[src/rtl/fifo_serial_tx_pkg.sv]
// Shared types and line-level constants for the fifo serial transmitter.
package fifo_serial_tx_pkg;

  typedef enum logic [2:0] {
    StIdle,
    StStart,
    StData,
    StParity,
    StStop
  } state_e;

  localparam logic LINE_IDLE = 1'b1;
  localparam logic START_BIT = 1'b0;
  localparam logic STOP_BIT  = 1'b1;

  // Counter width for a 0..n-1 range, never narrower than one bit.
  function automatic int unsigned cnt_width(input int unsigned n);
    return (n > 1) ? $clog2(n) : 1;
  endfunction

endpackage

[src/rtl/fifo_serial_tx_if.sv]
// Handshake bundle between the fifo read port, the line driver and status.
interface fifo_serial_tx_if #(
  parameter int unsigned DATA_WIDTH = 8
);

  logic                  i_en;
  logic                  i_fifo_empty;
  logic [DATA_WIDTH-1:0] i_fifo_data;
  logic                  o_fifo_pop;
  logic                  o_tx;
  logic                  o_busy;
  logic                  o_frame_done;

  modport master (
    output i_en,
    output i_fifo_empty,
    output i_fifo_data,
    input  o_fifo_pop,
    input  o_tx,
    input  o_busy,
    input  o_frame_done
  );

  modport slave (
    input  i_en,
    input  i_fifo_empty,
    input  i_fifo_data,
    output o_fifo_pop,
    output o_tx,
    output o_busy,
    output o_frame_done
  );

endinterface

[src/rtl/fifo_serial_tx_baud.sv]
// Bit-period timer: counts 0..CLKS_PER_BIT-1 while running, flags the last cycle of each bit.
module fifo_serial_tx_baud
  import fifo_serial_tx_pkg::*;
#(
  parameter int unsigned CLKS_PER_BIT = 4
) (
  input  logic clk_i,
  input  logic rst_ni,
  input  logic clr_i,
  input  logic run_i,
  output logic bit_end_o
);

  localparam int unsigned   CntW   = cnt_width(CLKS_PER_BIT);
  localparam logic [CntW-1:0] CntMax = CntW'(CLKS_PER_BIT - 1);

  logic [CntW-1:0] cnt_q, cnt_d;

  always_comb begin
    cnt_d = cnt_q;
    if (clr_i) begin
      cnt_d = '0;
    end else if (run_i) begin
      cnt_d = (cnt_q == CntMax) ? '0 : cnt_q + CntW'(1);
    end
  end

  always_ff @(posedge clk_i or negedge rst_ni) begin
    if (!rst_ni) begin
      cnt_q <= '0;
    end else begin
      cnt_q <= cnt_d;
    end
  end

  assign bit_end_o = run_i && (cnt_q == CntMax);

endmodule

[src/rtl/fifo_serial_tx.sv]
// Drains a first-word-fall-through fifo onto an LSB-first async serial line.
// Optional even parity bit when FIFO_SERIAL_TX_PARITY_EN is defined.
module fifo_serial_tx
  import fifo_serial_tx_pkg::*;
#(
  parameter int unsigned DATA_WIDTH   = 8,
  parameter int unsigned CLKS_PER_BIT = 4,
  parameter int unsigned STOP_BITS    = 1
) (
  input logic             i_clk,
  input logic             i_rst_n,
  fifo_serial_tx_if.slave tx_if
);

  localparam int unsigned       BitW    = cnt_width(DATA_WIDTH);
  localparam logic [BitW-1:0]   BitLast = BitW'(DATA_WIDTH - 1);

  state_e                state_q;
  logic                  tx_q;
  logic [DATA_WIDTH-1:0] shift_q;
  logic [DATA_WIDTH-1:0] shift_nxt;
  logic [BitW-1:0]       bit_idx_q;
  logic                  stop_idx_q;
`ifdef FIFO_SERIAL_TX_PARITY_EN
  logic                  par_q;
`endif

  logic bit_end;
  logic last_stop;
  logic frame_end;
  logic start_frame;

  assign last_stop = (STOP_BITS == 1) || stop_idx_q;
  assign frame_end = (state_q == StStop) && bit_end && last_stop;
  // Gating with reset keeps the fifo from losing a word while the line is held in reset.
  assign start_frame = i_rst_n && tx_if.i_en && !tx_if.i_fifo_empty &&
                       ((state_q == StIdle) || frame_end);
  assign shift_nxt   = shift_q >> 1;

  fifo_serial_tx_baud #(
    .CLKS_PER_BIT(CLKS_PER_BIT)
  ) u_baud (
    .clk_i    (i_clk),
    .rst_ni   (i_rst_n),
    .clr_i    (start_frame),
    .run_i    (state_q != StIdle),
    .bit_end_o(bit_end)
  );

  always_ff @(posedge i_clk or negedge i_rst_n) begin
    if (!i_rst_n) begin
      state_q    <= StIdle;
      tx_q       <= LINE_IDLE;
      shift_q    <= '0;
      bit_idx_q  <= '0;
      stop_idx_q <= 1'b0;
`ifdef FIFO_SERIAL_TX_PARITY_EN
      par_q      <= 1'b0;
`endif
    end else if (start_frame) begin
      state_q    <= StStart;
      tx_q       <= START_BIT;
      shift_q    <= tx_if.i_fifo_data;
      bit_idx_q  <= '0;
      stop_idx_q <= 1'b0;
`ifdef FIFO_SERIAL_TX_PARITY_EN
      par_q      <= 1'b0;
`endif
    end else if (bit_end) begin
      unique case (state_q)
        StStart: begin
          state_q <= StData;
          tx_q    <= shift_q[0];
        end
        StData: begin
          shift_q <= shift_nxt;
`ifdef FIFO_SERIAL_TX_PARITY_EN
          par_q   <= par_q ^ shift_q[0];
`endif
          if (bit_idx_q == BitLast) begin
`ifdef FIFO_SERIAL_TX_PARITY_EN
            state_q <= StParity;
            tx_q    <= par_q ^ shift_q[0];
`else
            state_q <= StStop;
            tx_q    <= STOP_BIT;
`endif
          end else begin
            bit_idx_q <= bit_idx_q + BitW'(1);
            tx_q      <= shift_nxt[0];
          end
        end
`ifdef FIFO_SERIAL_TX_PARITY_EN
        StParity: begin
          state_q <= StStop;
          tx_q    <= STOP_BIT;
        end
`endif
        StStop: begin
          if (last_stop) begin
            state_q <= StIdle;
            tx_q    <= LINE_IDLE;
          end else begin
            stop_idx_q <= 1'b1;
          end
        end
        default: begin
          state_q <= state_q;
        end
      endcase
    end
  end

  assign tx_if.o_fifo_pop   = start_frame;
  assign tx_if.o_tx         = tx_q;
  assign tx_if.o_busy       = (state_q != StIdle);
  assign tx_if.o_frame_done = frame_end;

endmodule

[src/flat_wrapper.sv]
// flat-port wrapper written by rule: the top's interface ports become plain ports
module fifo_serial_tx_flat import fifo_serial_tx_pkg::*;
#(
  parameter int unsigned DATA_WIDTH   = 8,
  parameter int unsigned CLKS_PER_BIT = 4,
  parameter int unsigned STOP_BITS    = 1
)
  (i_clk, i_rst_n, tx_if_i_en, tx_if_i_fifo_empty, tx_if_i_fifo_data, tx_if_o_fifo_pop, tx_if_o_tx, tx_if_o_busy, tx_if_o_frame_done);
  fifo_serial_tx_if #(.DATA_WIDTH(DATA_WIDTH)) tx_if_i ();
  input logic i_clk;
  input logic i_rst_n;
  input wire logic [$bits(tx_if_i.i_en)-1:0] tx_if_i_en;
  input wire logic [$bits(tx_if_i.i_fifo_empty)-1:0] tx_if_i_fifo_empty;
  input wire logic [$bits(tx_if_i.i_fifo_data)-1:0] tx_if_i_fifo_data;
  output wire logic [$bits(tx_if_i.o_fifo_pop)-1:0] tx_if_o_fifo_pop;
  output wire logic [$bits(tx_if_i.o_tx)-1:0] tx_if_o_tx;
  output wire logic [$bits(tx_if_i.o_busy)-1:0] tx_if_o_busy;
  output wire logic [$bits(tx_if_i.o_frame_done)-1:0] tx_if_o_frame_done;
  assign tx_if_i.i_en = tx_if_i_en;
  assign tx_if_i.i_fifo_empty = tx_if_i_fifo_empty;
  assign tx_if_i.i_fifo_data = tx_if_i_fifo_data;
  assign tx_if_o_fifo_pop = tx_if_i.o_fifo_pop;
  assign tx_if_o_tx = tx_if_i.o_tx;
  assign tx_if_o_busy = tx_if_i.o_busy;
  assign tx_if_o_frame_done = tx_if_i.o_frame_done;
  fifo_serial_tx #(.DATA_WIDTH(DATA_WIDTH), .CLKS_PER_BIT(CLKS_PER_BIT), .STOP_BITS(STOP_BITS)) u_core (.i_clk(i_clk), .i_rst_n(i_rst_n), .tx_if(tx_if_i));
endmodule
[config.mk]
export PLATFORM = sky130hd
export DESIGN_NAME = fifo_serial_tx_flat
export DESIGN_NICKNAME = d
export VERILOG_FILES = /design/src/rtl/fifo_serial_tx_pkg.sv /design/src/rtl/fifo_serial_tx_if.sv /design/src/rtl/fifo_serial_tx_baud.sv /design/src/rtl/fifo_serial_tx.sv /design/src/flat_wrapper.sv
export SDC_FILE = /design/constraint.sdc
export NUM_CORES = 1
export LEC_CHECK = 0
export ABC_AREA = 1
export CAP_MARGIN = 0
export CORE_MARGIN = 2
export CORE_UTILIZATION = 45
export CTS_CLUSTER_SIZE = 20
export DETAILED_ROUTE_END_ITERATION = 7
export PLACE_DENSITY = 0.69
export SLEW_MARGIN = 20
export SYNTH_ARGS = -nofsm -noshare
export SYNTH_HDL_FRONTEND = slang
export SYNTH_SLANG_ARGS = --single-unit
[constraint.sdc]
create_clock -name i_clk -period 1.76 [get_ports i_clk]
set_input_delay 0.528 -clock i_clk [delete_from_list [all_inputs] [get_ports i_clk]]
set_output_delay 0.528 -clock i_clk [all_outputs]
set_load 0.005 [all_outputs]
Yosys cells after proc, flatten, opt, wreduce, memory -nomap -nowiden
Index checks and enable logic that the tools add are counted.

word-level totals
  word-level logic and storage cells = 49
  flip-flop bits (word level) = 17
  input bits = 12

cells by class
  eq/ne operators = 7
  reduce and logical (&&, ||, !) cells = 17
  add/subtract/negate cells = 2
  muxes and demuxes = 18

operators by type and width
  cell                 number
  $mux 8               3
  $mux 3               7
  $pmux 3 s3           1
  $eq 3x3->1 const B   2
  $mux 2               3
  $reduce_and 3->1     2
  $reduce_bool 2->1    3
  $logic_and 1x1->1    5
  $reduce_and 2->1     2
  $reduce_bool 4->1    1
  $add 3x1->3 const B  1
  $eq 3x1->1 const B   1
  $eq 3x2->1 const B   1
  $logic_not 3->1      1
  $mux 1               3
  $ne 3x2->1 const B   1
  $pmux 1 s3           1
  $reduce_bool 3->1    1
  $add 2x1->2 const B  1
  $eq 2x2->1 const B   1
  $ne 2x2->1 const B   1
  $logic_not 1->1      1
  $logic_or 1x1->1     1

Depth between registers and ports, before layout
  word-level depth = 7
  depth in mapped cells = 9
  gate-level depth less buffers = 9

By module
Synthesis repeated with hierarchy kept, for this count alone.

unflattened totals
  cell total of the unflattened synthesis = 114
  area total of the unflattened synthesis = 960.9 µm²

by module, submodules not included
  module               area each (µm²)  cells an instance  instances
  fifo_serial_tx       852.1            100                1
  fifo_serial_tx_baud  108.9            14                 1

Worst setup path after synthesis
No wires, ideal clock.

  kind = input -> output
  start = in i_rst_n
  end = out tx_if_o_fifo_pop
  path slack = 0.091 ns
  data arrival time = 1.141 ns
  buffers on the path = 1
  cell stages on the path = 5
  cells stage by stage = nand2_1 nor2_2 inv_1 nor2_4 buf_6

on the way
  longest elaborated chain between the ends = 3

ends and longest elaborated chain
  what                             RTL line              RTL
  start: declaration               flat_wrapper.sv:11    input logic i_rst_n;
  $logic_and 1x1->1 (3 in series)  fifo_serial_tx.sv:36  assign start_frame = i_rst_n && tx_if.i_en && !tx_if.i_fifo_empty &&
  end: declaration                 flat_wrapper.sv:15    output wire logic [$bits(tx_if_i.o_fifo_pop)-1:0] tx_if_o_fifo_pop;

Every way passes these cells.

Worst setup path after layout
  start = reg u_core.state_q[0]
  end = out tx_if_o_fifo_pop

on the way
  longest elaborated chain between the ends = 5
  elaborated cells on any way between the ends = 7

ends and longest elaborated chain
  what                      RTL line                   RTL
  start: declaration        fifo_serial_tx.sv:18       state_e state_q;
  start signal: assignment  fifo_serial_tx.sv:52       state_q <= StIdle;
  start signal: assignment  fifo_serial_tx.sv:61       state_q <= StStart;
  start signal: assignment  fifo_serial_tx.sv:72       state_q <= StData;
  $reduce_bool 3->1         fifo_serial_tx.sv:46       .run_i (state_q != StIdle),
  $logic_and 1x1->1         fifo_serial_tx_baud.sv:36  assign bit_end_o = run_i && (cnt_q == CntMax);
  $logic_and 1x1->1         fifo_serial_tx.sv:34       assign frame_end = (state_q == StStop) && bit_end && last_stop;
  $logic_or 1x1->1 *        fifo_serial_tx.sv:37       ((state_q == StIdle) || frame_end);
  $logic_and 1x1->1 *       fifo_serial_tx.sv:36

Every way passes the cells marked *; elsewhere a longest branch is shown, timed or not.

==> summary.txt <==
Place
  – GP Congestion: 0.812
  – PortBufs: 15
  – Final HPWL DP: 1560 um

Logic synthesis
  – Seq/Total Area, Yosys: 0.416
  – Post-synthesis instance total: 126
  – Top_reg_cell synth: dfrtp_1
  – EDFF count, synth: 0
  – Asr flop ratio synth: 1.00
  – Post-synth cell types: 21
  – Synth warnings: 0
  – Syn nets: 141
  – Post-synthesis cell area: 0.00102 sq mm
  – Average size of a mapped cell: 8.13 sq um
  – Most frequent cells after synthesis: 37 x nand2_1, 16 x dfrtp_1, 15 x inv_1
  – Yosys top cell by area: dfrtp_1
  – Top cell type's share of synthesized area: 0.391
  – Main area contributors after synthesis: dfrtp_1 39%, nand2_1 14%, o21ai_2 7.7%, inv_1 5.5%, nand3_1 3.9%
  – Yosys reg bits: 17
  – Top-count cell post-synth: nand2_1

Global routing
  – Initial antenna violation count: 0
  – Vias in the first global route: 974
  – GRT overflow: 0
  – GRT Resource Usage Total: 0.195
  – Pin count of the biggest net entering global routing: 18
  – Global-route wire length before repair: 3910 um

Pwr
  – Combinational share of power: 0.602
  – Power density cells: 1400 mW/mm^2
  – Leak: 0.785 nW
  – Clock power frac: 0.101
  – Worst VDD drop: 0.921 mV
  – Internal power: 1.30 mW
  – Sequential share of power: 0.296
  – Sw Pwr: 0.868 mW
  – Switching portion of total power: 0.401

Finish
  – Syn-to-layout area delta: 50.4%
  – Antenna diode count: 0
  – Nets: 193
  – Layout cells sized above 1: 0.418
  – Final core occ: 0.704

STA
  – RSZ-0062 raised after global routing: yes
  – Final hold slack: 0.326 ns
  – Max-slew headroom: 0.812
  – Clock skew: 0.00553 ns
  – Final Hold Viols: 0
  – # setup viols final: 2
  – Slew @ Worst Pin: 0.281 ns
  – Final Critical Period: 1.83 ns
  – Pins over their slew limit: 0
  – Worst setup margin: -0.0682 ns
  – Period utilization: 1.04
  – Upper clock frequency limit: 547 MHz

Critical path
  – Critical path peak fanout: 2
  – Critical Path AT: 1.30 ns
  – CP endpoint kind: output pin
  – Crit path kind: flip-flop to output pin
  – Startpoint types: flip-flop
  – Worst path required time: 1.23 ns

Die
  – Die ar.: 0.00267 sq mm
  – Die height: 51.7 um
  – Core footprint: 0.00219 sq mm
  – Die Wd: 51.7 um
  – Row cnt: 17
  – I/O pin cnt: 16
  – Initial Utilization: 0.468

Clocking
  – Longest Clk Path Bufs: 2
  – Root buffer cell: clkbuf_4
  – CTS tree: done
  – Clk slew on worst S/H paths: 0.11 ns
  – CTS sink cnt: 17
  – Clk_lat worst skew: 0.30 ns
  – Depth of the CTS H-tree: 1
  – Num CTS Buffers: 3

Route
  – DR iter-0 viols: 14
  – Routed WL per cell: 11.4 um
  – Drt total wl: 2350 um
  – Via Count: 990
  – DR vias/cell: 4.83
  – Antenna viol nets, final: 0
  – Drt pass-1 iters: 4
  – Residual DRC: 0

Outcome
  – Status: finished, violations left
  – Failing checks: setup timing

Flow run
  – Max Cap Viol: 0

Min path
  – Path type of the worst min-delay path: input pin to async pin
## registers in the layout, summed over array words and instances (netlist names)
register,flops
u_core.shift_q,8
u_core.tx_if.o_tx,1
u_core.bit_idx_q,3
u_core.u_baud.cnt_q,2
u_core.state_q,3
## through the flow
step | TNS (ns) | power [mW] | worst slack [ns] | instance area (sq um) | instances
2_1_floorplan | 0 | 1.28 | 0.0915 | 1020 | 126
3_3_place_gp | -2.59 | 1.61 | -0.643 | 1340 | 185
3_5_place_dp | -2.96 | 1.65 | -0.646 | 1340 | 185
4_1_cts | -0.180 | 2.05 | -0.125 | 1490 | 201
5_1_grt | -0.296 | 2.34 | -0.140 | 1540 | 205
6_report | -0.127 | 2.16 | -0.0682 | 1540 | 205
## repair_timing
| action | 4_1_cts | 5_1_grt |
|---|---|---|
| gates cloned | 1 | 0 |
| gates resized for setup | 23 | 9 |
| pin swaps | 9 | 9 |
| hold buffers | 0 | 0 |
| buffers inserted | 11 | 6 |
| setup endpoints to repair | 4 | 11 |
## path summary, 6_finish.rpt
kind                                         from                 to  slack [ns]  cells past startpoint
worst max-delay path            u_core.state_q[0]   tx_if_o_fifo_pop       -0.07                      6
worst min-delay path                      i_rst_n  u_core.shift_q[7]        0.33                      2
worst max register to register  u_core.state_q[0]  u_core.shift_q[3]        0.05                      9
max in group asynchronous                 i_rst_n  u_core.tx_if.o_tx        1.18                      2
worst min register to register  u_core.tx_if.o_tx  u_core.tx_if.o_tx        0.50                      2
min in group i_clk              u_core.tx_if.o_tx  u_core.tx_if.o_tx        0.50                      2
## cells in the final DEF, fill, tap and decap left out, types with 4 or more instances in the layout
master           netlist  final
nand2_1               37     36
buf_4                  0     29
dfrtp_1               16     16
inv_1                 15     14
o21ai_2                9      9
clkdlybuf4s50_1        0      8
o21ai_0                7      7
nand3_1                8      6
nand2_2                4      5
inv_2                  4      4
dlygate4sd2_1          0      4
## power groups by stage
stage / Sequential (mW) / Combinational (mW) / Clock (mW)
after detailed placement: 0.638 / 1.01 / 0
after global placement: 0.628 / 0.978 / 0
after CTS: 0.641 / 1.18 / 0.225
after global routing: 0.657 / 1.44 / 0.241
final: 0.642 / 1.30 / 0.219
after floorplan: 0.636 / 0.645 / 0
## per-layer routing
layer | wire [um] | global-route usage | up-vias
li1 | - | - | 508
met4 | 9 | 0.0526 | 0
met3 | 75 | 0.0603 | 2
met2 | 1250 | 0.340 | 14
met5 | 0 | 0 | -
met1 | 1010 | 0.232 | 466
## cell families after synthesis
group                      count (synthesis)  share of synthesized area
adders and majority gates                  3                     0.0366
DFF                                       17                      0.416
buffers and inverters                     21                     0.0916
AOI/OAI and AO/OA                         23                      0.164
and+or+nand+nor                           62                      0.292
## layout make-up
type	count	area, sq um
repair buffers	48	402
well taps	28	35.0
clock buffers	3	22.5
flip-flops and latches	17	427
inverters	19	73.8
multi-input cells	89	574
fillers	167	649
clock inverters	1	7.51
## worst max-delay path, cell delays in order, from the launching register on
cell,delay [ns]
dfrtp_1,0.40
buf_6,0.12
nor2_4,0.11
buf_6,0.11
o21ai_4,0.06
nor2_4,0.09
buf_2,0.11
Note: power is estimated with default switching activity, not from simulation.
==> variant, RTL diff (config.mk and constraints unchanged) <==
Build with the macro `FIFO_SERIAL_TX_PARITY_EN` defined.
--- a/src/rtl/fifo_serial_tx.sv
+++ b/src/rtl/fifo_serial_tx.sv
@@ -1,4 +1,6 @@
 // Drains a first-word-fall-through fifo onto an LSB-first async serial line.
 // Optional even parity bit when FIFO_SERIAL_TX_PARITY_EN is defined.
+`define FIFO_SERIAL_TX_PARITY_EN
+
 module fifo_serial_tx
   import fifo_serial_tx_pkg::*;
Check against the original RTL: no difference found for any inputs over 10 cycles, from zero or initial values and one cycle with i_rst_n low; that may be too few to reach the edited logic, so the function may still have changed.
==> variant against the original RTL <==
The run still ends with negative setup slack left. Routed wire length down 7.1%. Sequential cell count is 1 higher. Setup slack better by 0.021 ns. Synthesized cell count increased by 8.7%. Count of clock-buffer cells in the layout grew 1. Non-clock buffer count decreased by 18. Largest power group unchanged. Power down 2.2%. Critical endpoint is now tx_if_o_frame_done. Sequential power rose by 20%. Synthesized area increased by 0.12%. First-iteration DRC count stayed put. Final area is 12% lower.
==> variant: results (changes against the original RTL) <==
GRT
  – Global router's overall resource usage: 0.188 (was 0.195)
  – Maximum number of pins on one net before global-route repair: 19 (was 18)
  – Wire length of the first global-routing pass: 3.62 mm (was 3.91 mm)
  – Number of global-route vias before repair: 860 (was 974)

Pwr
  – Leakage: 0.000715 uW (was 0.000785 uW)
  – PD cells: 1570 nW/um^2 (was 1400 nW/um^2)
  – Seq group: 768 uW (was 642 uW)
  – Net switching power figure: 876 uW (was 868 uW)
  – Power consumed by combinational cells: 1130 uW (was 1300 uW)

Worst setup path
  – Largest stage delay on the critical path: 0.45 ns (was 0.40 ns)
  – Setup slack on the worst flop-to-flop path: 0.26 ns (was 0.05 ns)
  – Number of cell instances on the worst register-to-register path: 7 (was 9)
  – Endpoint of the lowest-slack register-to-register path: u_core.shift_q[2] (was u_core.shift_q[3])
  – Critical path arrival: 1.28 ns (was 1.30 ns)
  – Destination of the critical timing path: tx_if_o_frame_done (was tx_if_o_fifo_pop)
  – Largest driver fanout on the critical path: 3 (was 2)

STA
  – Least-Margin Pin Slew: 0.243 ns (was 0.281 ns)
  – Number of setup violations in the final report: 2 (unchanged)
  – Fin worst setup slack: -0.0475 ns (was -0.0682 ns)
  – Accumulated negative setup slack: -0.0783 ns (was -0.127 ns)
  – Skew final: 0.0124 ns (was 0.00553 ns)

Synthesis
  – Average size of a mapped cell: 7.49 sq um (was 8.13 sq um)
  – Post-synth net total: 152 (was 141)
  – Part of the Yosys area used for sequential elements: 0.440 (was 0.416)
  – Unique masters post-synth: 23 (was 21)

Clocking
  – Post-CTS repair timing setup buffer count: 2 (was 11)
  – Number of gates given a new drive strength after cts: 21 (was 23)

Placement
  – Setup Slack @ Placement: -0.629 ns (was -0.646 ns)
  – Cells after DPL: 191 (was 185)
  – Hpwl dp: 1.69 mm (was 1.56 mm)

Layout
  – Count of non-filler cells in the finished layout: 198 (was 205)
  – Number of fill cells: 222 (was 167)

Run status
  – Failing checks: negative setup slack (unchanged)
  – Result of the run: complete, but fails checks (unchanged)

Drt
  – Mean number of vias per cell: 4.77 (was 4.83)
## variant: cell count changes in the layout (fill, tap and decap cells not counted), sizes merged, moves of 2 or more
cell    before  now
o21ai       21   12
nor2         7   21
o21bai       0    2
nand4        2    0
or2          0    2
buf         35   18
## variant: routing by layer
layer  track usage  wire length [microns]
met1         0.220                    914
met2         0.335                   1110
met3        0.0259                    105
met4        0.0921                     44
met5             0                      0
## variant: kinds of logic (layout without fill, tap and decap cells)
group                      after synthesis  after routing  share of synthesized area
buffers and inverters                   20             53                     0.0744
AOI/OAI and AO/OA                       17             17                      0.105
and+or+nand+nor                         78             78                      0.335
xor gates and xnor gates                 1              1                    0.00854
DFF                                     18             18                      0.440
adders and majority gates                3              3                     0.0366
## variant: area by class of cell
cell class,instances,area [sq um],area share
tap,28,35.0,0.0259
multi-input combinational,99,519,0.384
clock buffer,4,26.3,0.0194
inverter,19,71.3,0.0528
timing repair buffer,30,246,0.182
sequential,18,453,0.335
